$ cat src/rtl/mult_div_pkg.sv
// Shared definitions for the HI/LO multiply/divide unit: op encodings, FSM states
// and small op-decode helpers.
package mult_div_pkg;

    localparam int DEFAULT_WIDTH = 32;

    localparam logic [1:0] OP_MULT  = 2'b00;
    localparam logic [1:0] OP_MULTU = 2'b01;
    localparam logic [1:0] OP_DIV   = 2'b10;
    localparam logic [1:0] OP_DIVU  = 2'b11;

    typedef enum logic [1:0] {
        IDLE   = 2'd0,
        RUN    = 2'd1,
        FINISH = 2'd2
    } state_e;

    function automatic logic op_is_div(input logic [1:0] op_sel);
        return op_sel[1];
    endfunction

    function automatic logic op_is_signed(input logic [1:0] op_sel);
        return ~op_sel[0];
    endfunction

endpackage

$ cat src/rtl/mult_div_booth_step.sv
// One radix-2 Booth iteration: add/subtract the multiplicand into the upper half of P,
// then arithmetic-shift P right by one.
module booth_step #(
    parameter int WIDTH = 32
) (
    input  logic [2*WIDTH+2:0] p_i,
    input  logic [WIDTH:0]     a_i,
    output logic [2*WIDTH+2:0] p_o
);

    logic [WIDTH+1:0] upper_ext;
    logic [WIDTH+1:0] a_ext;
    logic [WIDTH+1:0] sum;

    // The sum is kept one bit wider than the accumulator so the shift is exact.
    always_comb begin
        upper_ext = {p_i[2*WIDTH+2], p_i[2*WIDTH+2:WIDTH+2]};
        a_ext     = {a_i[WIDTH], a_i};
        unique case (p_i[1:0])
            2'b10:   sum = upper_ext - a_ext;
            2'b01:   sum = upper_ext + a_ext;
            default: sum = upper_ext;
        endcase
        p_o = {sum, p_i[WIDTH+1:1]};
    end

endmodule

$ cat src/rtl/mult_div_unit.sv
// Multi-cycle signed/unsigned multiply (Booth) and divide (restoring) unit feeding
// the HI/LO registers through a start/busy/done handshake.
module mult_div_unit
    import mult_div_pkg::*;
#(
    parameter int WIDTH = DEFAULT_WIDTH
) (
    input  logic             clk,
    input  logic             reset,
    input  logic             start,
    input  logic [1:0]       op,
    input  logic [WIDTH-1:0] inA,
    input  logic [WIDTH-1:0] inB,
    output logic             busy,
    output logic             done,
    output logic             div_zero,
    output logic [WIDTH-1:0] outHI,
    output logic [WIDTH-1:0] outLO
);

    localparam int PW = 2*WIDTH + 3;
    localparam int CW = $clog2(WIDTH + 2);
    localparam logic [CW-1:0] MUL_LAST = CW'(WIDTH);
    localparam logic [CW-1:0] DIV_LAST = CW'(WIDTH - 1);

    state_e           state_q;
    logic             is_div_q, fast_q, q_neg_q, r_neg_q;
    logic [CW-1:0]    cnt_q;
    logic [PW-1:0]    p_q, p_d;
    logic [WIDTH:0]   a_q;
    logic [WIDTH-1:0] rem_q, quo_q, rem_d, quo_d;
    logic             busy_q, done_q, div_zero_q;
    logic [WIDTH-1:0] hi_q, lo_q;

    logic             in_div, in_signed, a_neg, b_neg, in_fast;
    logic [WIDTH-1:0] a_mag, b_mag;
    logic [WIDTH:0]   div_shift;
    logic [WIDTH-1:0] div_diff;
    logic             div_ge;

    always_comb begin
        in_div    = op_is_div(op);
        in_signed = op_is_signed(op);
        a_neg     = in_signed & inA[WIDTH-1];
        b_neg     = in_signed & inB[WIDTH-1];
        a_mag     = a_neg ? -inA : inA;
        b_mag     = b_neg ? -inB : inB;
        in_fast   = (inB == '0) | (~in_div & (inA == '0));
    end

    // Restoring divide step; a_q holds the zero-extended divisor magnitude.
    assign div_shift = {rem_q, quo_q[WIDTH-1]};
    assign div_ge    = div_shift >= a_q;
    assign div_diff  = div_shift[WIDTH-1:0] - a_q[WIDTH-1:0];
    assign rem_d     = div_ge ? div_diff : div_shift[WIDTH-1:0];
    assign quo_d     = {quo_q[WIDTH-2:0], div_ge};

    booth_step #(.WIDTH(WIDTH)) u_booth (
        .p_i (p_q),
        .a_i (a_q),
        .p_o (p_d)
    );

    always_ff @(posedge clk) begin
        if (reset) begin
            state_q    <= IDLE;
            is_div_q   <= 1'b0;
            fast_q     <= 1'b0;
            q_neg_q    <= 1'b0;
            r_neg_q    <= 1'b0;
            cnt_q      <= '0;
            p_q        <= '0;
            a_q        <= '0;
            rem_q      <= '0;
            quo_q      <= '0;
            busy_q     <= 1'b0;
            done_q     <= 1'b0;
            div_zero_q <= 1'b0;
            hi_q       <= '0;
            lo_q       <= '0;
        end else begin
            done_q <= 1'b0;
            unique case (state_q)
                IDLE: begin
                    if (start) begin
                        is_div_q   <= in_div;
                        fast_q     <= in_fast;
                        q_neg_q    <= a_neg ^ b_neg;
                        r_neg_q    <= a_neg;
                        cnt_q      <= '0;
                        busy_q     <= 1'b1;
                        div_zero_q <= 1'b0;
                        if (in_div) begin
                            a_q   <= {1'b0, b_mag};
                            quo_q <= a_mag;
                            rem_q <= '0;
                        end else begin
                            a_q <= {a_neg, inA};
                            p_q <= {{(WIDTH+1){1'b0}}, b_neg, inB, 1'b0};
                        end
                        state_q <= in_fast ? FINISH : RUN;
                    end
                end
                RUN: begin
                    cnt_q <= cnt_q + CW'(1);
                    if (is_div_q) begin
                        rem_q <= rem_d;
                        quo_q <= quo_d;
                    end else begin
                        p_q <= p_d;
                    end
                    if (cnt_q == (is_div_q ? DIV_LAST : MUL_LAST)) begin
                        state_q <= FINISH;
                    end
                end
                FINISH: begin
                    state_q <= IDLE;
                    busy_q  <= 1'b0;
                    done_q  <= 1'b1;
                    if (fast_q) begin
                        // Divide-by-zero leaves HI/LO untouched; zero multiply clears them.
                        if (is_div_q) begin
                            div_zero_q <= 1'b1;
                        end else begin
                            hi_q <= '0;
                            lo_q <= '0;
                        end
                    end else if (is_div_q) begin
                        lo_q <= q_neg_q ? -quo_q : quo_q;
                        hi_q <= r_neg_q ? -rem_q : rem_q;
                    end else begin
                        hi_q <= p_q[2*WIDTH:WIDTH+1];
                        lo_q <= p_q[WIDTH:1];
                    end
                end
                default: state_q <= IDLE;
            endcase
        end
    end

    assign busy     = busy_q;
    assign done     = done_q;
    assign div_zero = div_zero_q;
    assign outHI    = hi_q;
    assign outLO    = lo_q;

endmodule
$ cat config.mk
export PLATFORM = sky130hd
export DESIGN_NAME = mult_div_unit
export DESIGN_NICKNAME = d
export VERILOG_FILES = /design/src/rtl/mult_div_pkg.sv /design/src/rtl/mult_div_booth_step.sv /design/src/rtl/mult_div_unit.sv
export SDC_FILE = /design/constraint.sdc
export NUM_CORES = 1
export LEC_CHECK = 0
export ABC_AREA = 1
export BUFFER_PORTS_ARGS = -buffer_cell sky130_fd_sc_hd__buf_2
export CAP_MARGIN = 40
export CORE_MARGIN = 3
export CORE_UTILIZATION = 45
export DETAILED_ROUTE_END_ITERATION = 10
export PLACE_DENSITY_LB_ADDON = 0.25
export SETUP_SLACK_MARGIN = 0.1
export SYNTH_ARGS = -nofsm -noshare
export SYNTH_HDL_FRONTEND = slang
export SYNTH_SLANG_ARGS = --single-unit
$ cat constraint.sdc
create_clock -name clk -period 8.1 [get_ports clk]
set_input_delay 1.215 -clock clk [delete_from_list [all_inputs] [get_ports clk]]
set_output_delay 1.215 -clock clk [all_outputs]
set_load 0.05 [all_outputs]
Word level (Yosys, flattened, before mapping)
Cells that the tools add are included.
- add/subtract/negate cells: 8
- $lt $le $gt $ge: 1
- equality and inequality tests: 15
- mux-type cells: 38
- bitwise gates (word level): 7
- reduce and logical (&&, ||, !) cells: 14
- operators by type and width (operator ; count):
    $mux W32 ; 16
    $mux W67 ; 3
    $pmux W67 S2 ; 1
    $neg A32 Y32 ; 4
    $pmux W32 S2 ; 2
    $pmux W34 S2 ; 1
    $logic_not A32 Y1 ; 2
    $add A33 B33 Y34 ; 1
    $sub A33 B33 Y34 ; 1
    $ge A33 B33 Y1 ; 1
    $mux W33 ; 1
    $sub A32 B32 Y32 ; 1
    $ne A2 B2 Y1 const B ; 9
    $mux W6 ; 2
    $pmux W6 S2 ; 1
    $reduce_and A4 Y1 ; 3
    $reduce_and A2 Y1 ; 5
    $add A6 B1 Y6 const B ; 1
    $eq A6 B6 Y1 ; 1
    $mux W2 ; 3
    $mux W1 ; 5
    $reduce_and A5 Y1 ; 1
    $eq A2 B1 Y1 const B ; 2
    $eq A2 B2 Y1 const B ; 2
    9 further kinds ; 14
- register bits: 243
- input bits: 69
- output and inout bits: 67
- logic and storage cells: 99

Longest topological paths before layout
- depth in word-level cells: 6
- mapped depth: 25
- mapped depth without buffers: 25

By module
Synthesis repeated with hierarchy kept, for this count alone.
- cell total of the unflattened synthesis: 3484
- area total of the unflattened synthesis: 20639.8 µm²
- modules (own cells, without submodules) (module ; instances ; cells an instance ; area an instance (µm²) ; sequential area each (µm²)):
    mult_div_unit ; 1 ; 2776 ; 16842.4 ; 4864.7
    booth_step ; 1 ; 708 ; 3797.4 ; 0.0

Worst setup path before layout
OpenSTA, ideal clock, no wires.
- path type: register to register
- start: register a_q[1]
- end: register p_q[62]
- library setup time: 0.132 ns
- arrival time: 2.807 ns
- setup slack: 5.161 ns
- cell stages (with the launch flop): 25
- buffers on the path: 0
- clock period less this slack: 2.939 ns
- cell sequence: dfxtp_1 inv_1 ha_1 nand2_1 nor2_2 nand2_1 nor2_1 nand2_1 nor2_1 nand2_2 nor2_2 nand2_1 nand2_1 o21ai_1 xor2_1 ha_1 a21oi_1 o21ai_0 o21bai_1 nor2_1 nand2_1 nand2_1 nand3_1 nand2_1 a21oi_1
- longest elaborated chain between the ends: 4
- elaborated cells between the ends (all ways): 5
- classes of those cells: add/sub (2); mux (3)
- ends and longest elaborated chain (item ; line ; source):
    start: declaration ; mult_div_unit.sv:30 ; logic [WIDTH:0] a_q;
    start signal: assignment ; mult_div_unit.sv:94 ; a_q <= {1'b0, b_mag};
    start signal: assignment ; mult_div_unit.sv:98 ; a_q <= {a_neg, inA};
    $add A33 B33 Y34 or $sub A33 B33 Y34 (tied branches) ; mult_div_booth_step.sv:21, mult_div_booth_step.sv:20 ;
    $pmux W34 S2 (*) ; mult_div_booth_step.sv:19 ; unique case (p_i[1:0])
    $mux W67 (*) ; mult_div_unit.sv:106 ; if (is_div_q) begin
    $pmux W67 S2 (*) ; mult_div_unit.sv:83 ; unique case (state_q)
    end signal: assignment ; mult_div_unit.sv:99 ; p_q <= {{(WIDTH+1){1'b0}}, b_neg, inB, 1'b0};
    end signal: assignment ; mult_div_unit.sv:110 ; p_q <= p_d;
    end: declaration ; mult_div_unit.sv:29 ; logic [PW-1:0] p_q, p_d;
Mark *: on every way between the ends. The rest lies on a longest branch, timed or not. The select of a mux whose other input is x is not followed.
A chain may end at the register's enable or synchronous reset.

Final worst setup path
- start: register a_q[0]
- end: register p_q[64]
The elaborated chain is that of the path after synthesis.

==> impl_metrics.py <==
metrics = {
    "placement": {
        "dpl.hpwl_mm": 59.4,
        "dp_slack_ps": 4090,
        "globalplace.congestion": 1.05,
        "dpl_cell_area_um2": 21100,
        "io_buffers": 135,
        "dp.cells": 4066,
    },
    "power": {
        "p_leak_nw": 10.5,
        "p_per_area_nw_per_um2": 195,
        "power.total_mw": 4.31,
        "ir_drop_v": 0.000152,
    },
    "critical_path": {
        "r2r-end": "p_q[64]",
        "crit_start": "a_q[0]",
        "worstPathArrival_ps": 4260,
        "r2r_setup_slack_ps": 4270,
        "start_kind": "flip-flop",
        "crit_path_end": "p_q[64]",
        "cp_slowest_cell": "dfxtp_1",
        "cp.required_ps": 8530,
        "crit_chain": "inv_1 -> ha_1 -> nand2_1 -> nor2_2 -> nand2_1 -> nor2_1 -> nand2_1 -> nor2_1 -> nand2_2 -> nor2_2 -> nand2_1 -> nand2_1 -> xor2_1 -> ha_1 -> a21oi_1 -> inv_1 -> nor2_1 -> o21ai_0 -> a21oi_1 -> nand2_1 -> nand2_1 -> nand3_1 -> nand2_1 -> a21oi_1",
        "crit_path_frequent_cell": "nand2_1",
        "r2r-start": "a_q[0]",
        "crit_fanout": 5,
        "crit_type": "reg -> reg",
        "worstRegToRegCells": 24,
        "crit_path_end_kind": "flip-flop",
        "slowest_delay_ps": 390,
    },
    "synthesis": {
        "synth_nets": 3611,
        "synth_edf_count": 0,
        "synth-async-reset-ratio": 0,
        "yosys.area.top_type_share": 0.242,
        "syn_area_um2": 20100,
        "synth-seq-cells": 243,
        "synth.yosys.seq_area_share": 0.242,
        "avgSynthCellArea_um2": 5.79,
        "synthCells": 3466,
        "synth_cell_types": 50,
        "synth_area_leader_cell": "dfxtp_1",
        "synthTopCellsByArea": "dfxtp_1, nand2_1, a21oi_1, inv_1, nand3_1",
        "ys.warnings.count": 0,
        "ys.flop_type": "dfxtp_1",
    },
    "timing": {
        "min_period_ps": 3830,
        "fin_setup_tns_ps": 0,
        "worst_pin_slew_ps": 926,
        "slew_viol_final": 0,
        "finalCritPeriodShare": 0.473,
        "hold-worst-slack_ps": 461,
        "clock_skew_ps": 13.8,
        "timing.fmax_ghz": 0.261,
        "rsz0062_at_grt": "no",
        "hold_viol_final": 0,
        "maxSlewHeadroom": 0.383,
        "setup_slack_ps": 4270,
        "finalSetupViolCount": 0,
    },
    "flow_run": {
        "drv_cap": 0,
    },
    "global_route": {
        "track_usage": 0.311,
        "antenna_found_initial": 1,
        "grt.overflow.total": 0,
        "grt_pass1_wl_mm": 116,
        "grt_max_degree": 105,
        "grt_pass1_vias": 19700,
    },
    "floorplan": {
        "initial_utilization": 0.461,
        "core_area_um2": 43600,
        "io_pins": 136,
        "rows": 76,
        "die_w_um": 217,
        "dieArea_um2": 47200,
        "die_h_um": 217,
    },
    "layout": {
        "fin_cells": 4120,
        "layout_common_cells": "nand2_1, inv_1, a21oi_1, nor2_1, nand3_1",
        "stdcell_area_um2": 22100,
        "area_growth_pct": 9.97,
        "layout-drive-gt1-share": 0.0744,
        "fill_cells": 4674,
        "layout_commonest_cell": "nand2_1",
        "fin_util": 0.507,
        "nets": 3657,
    },
    "cts": {
        "cts.clk_slew.worst_paths_ps": 60,
        "cts_tree": "yes",
        "cts-htree-levels": 1,
        "cts-hold-fix-buffers": 0,
        "clock_latency_ps": 590,
        "clkSinkCount": 243,
        "cts_root_buf": "clkbuf_16",
        "cts_setup_buffers": 0,
        "clockBufferDepth": 3,
        "cts_buffers": 29,
        "ctsResizeCount": 0,
    },
    "route": {
        "drt-total-wl_mm": 76.7,
        "via_count": 23000,
        "vias_per_cell": 5.59,
        "drt_iter0_drc": 3093,
        "avgRoutedWirePerCell_um": 18.6,
        "drc_errors": 0,
        "drt_first_pass_iters": 6,
        "drtAntennaViolNets": 0,
    },
    "min_path": {
        "timing.hold.worst.class": "reg -> reg",
    },
    "status": {
        "status": "finished, final reports clean",
    },
}
## cells by family (layout without fill, tap and decap cells)
group	Yosys count	in the layout	synth area share
DFF	243	243	0.242
other	0	1	0
adders and majority gates	76	76	0.0481
xor gates and xnor gates	79	79	0.0345
buffers and inverters	589	657	0.116
and+or+nand+nor	1800	1800	0.373
AOI/OAI and AO/OA	679	679	0.186
## flip-flops by register name, indices dropped and copies added (netlist names)
signal / flops
p_q: 67
a_q: 33
q_neg_q: 1
outLO: 32
done: 1
is_div_q: 1
quo_q: 32
div_zero: 1
fast_q: 1
cnt_q: 6
state_q: 2
r_neg_q: 1
outHI: 32
rem_q: 32
busy: 1
## critical path: cells and delay by family, from the launching register on
| family | cells | cell delay, ps |
|---|---|---|
| buffers and inverters | 2 | 260 |
| xor gates and xnor gates | 1 | 350 |
| and+or+nand+nor | 15 | 1430 |
| DFF | 1 | 390 |
| adders and majority gates | 2 | 560 |
| AOI/OAI and AO/OA | 4 | 680 |
## Yosys cell counts (2+ instances only)
library cell,count
o211ai_1,47
o21a_1,3
xor2_1,58
nand2_2,11
nor3_1,39
o21ai_1,12
nand3_1,291
ha_1,74
a31oi_1,35
o221ai_1,17
o21bai_1,5
o22ai_1,8
nand4_1,43
buf_2,25
nor4_1,5
clkbuf_1,85
o21ai_0,189
inv_2,10
a31o_2,3
a221oi_1,2
a21oi_1,345
nand3b_1,7
and2_1,7
inv_1,439
nand3_2,4
or2_2,4
a21o_1,2
xnor2_1,21
o21ai_2,2
nor2_1,333
a21oi_2,3
dfxtp_1,243
nor2_2,14
fa_1,2
nor3_2,3
nand2_1,1034
buf_6,9
buf_1,15
buf_4,5
nand2_4,2
## layout make-up
class / count / area, µm² / share of cell area
Clock buffer: 44 / 842 / 0.0382
Clock inverter: 9 / 170 / 0.00771
Sequential cell: 243 / 4870 / 0.221
Timing Repair Buffer: 154 / 872 / 0.0395
Antenna cell: 1 / 2.50 / 0.000113
Inverter: 450 / 1690 / 0.0765
Tap cell: 585 / 732 / 0.0332
Multi-Input combinational cell: 2634 / 12900 / 0.584
## worst min-delay path by stage
stage,startpoint,end,cells past startpoint
after floorplan,a_q[30],a_q[30],2
after global placement,outLO[8],outLO[8],2
after detailed placement,outLO[9],outLO[9],2
after CTS,outLO[9],outLO[9],2
after global routing,outLO[5],outLO[5],2
final,outLO[10],outLO[10],2
## power by group
part	switching (mW)	internal, mW	total [mW]	leakage, nW
Sequential	0.0873	1.27	1.36	1.98
Combinational	1.11	0.447	1.55	8.00
Clock	0.555	0.845	1.40	0.490
Total	1.75	2.56	4.31	10.5
## per-layer routing
metal | up-vias | global-route usage | wire length (µm)
met2 | 1262 | 0.421 | 29500
met1 | 10300 | 0.496 | 35500
met5 | - | 0 | 13
met4 | 2 | 0.0863 | 2340
li1 | 11300 | - | -
met3 | 91 | 0.0531 | 9250
Note: power is estimated with default switching activity, not from simulation.
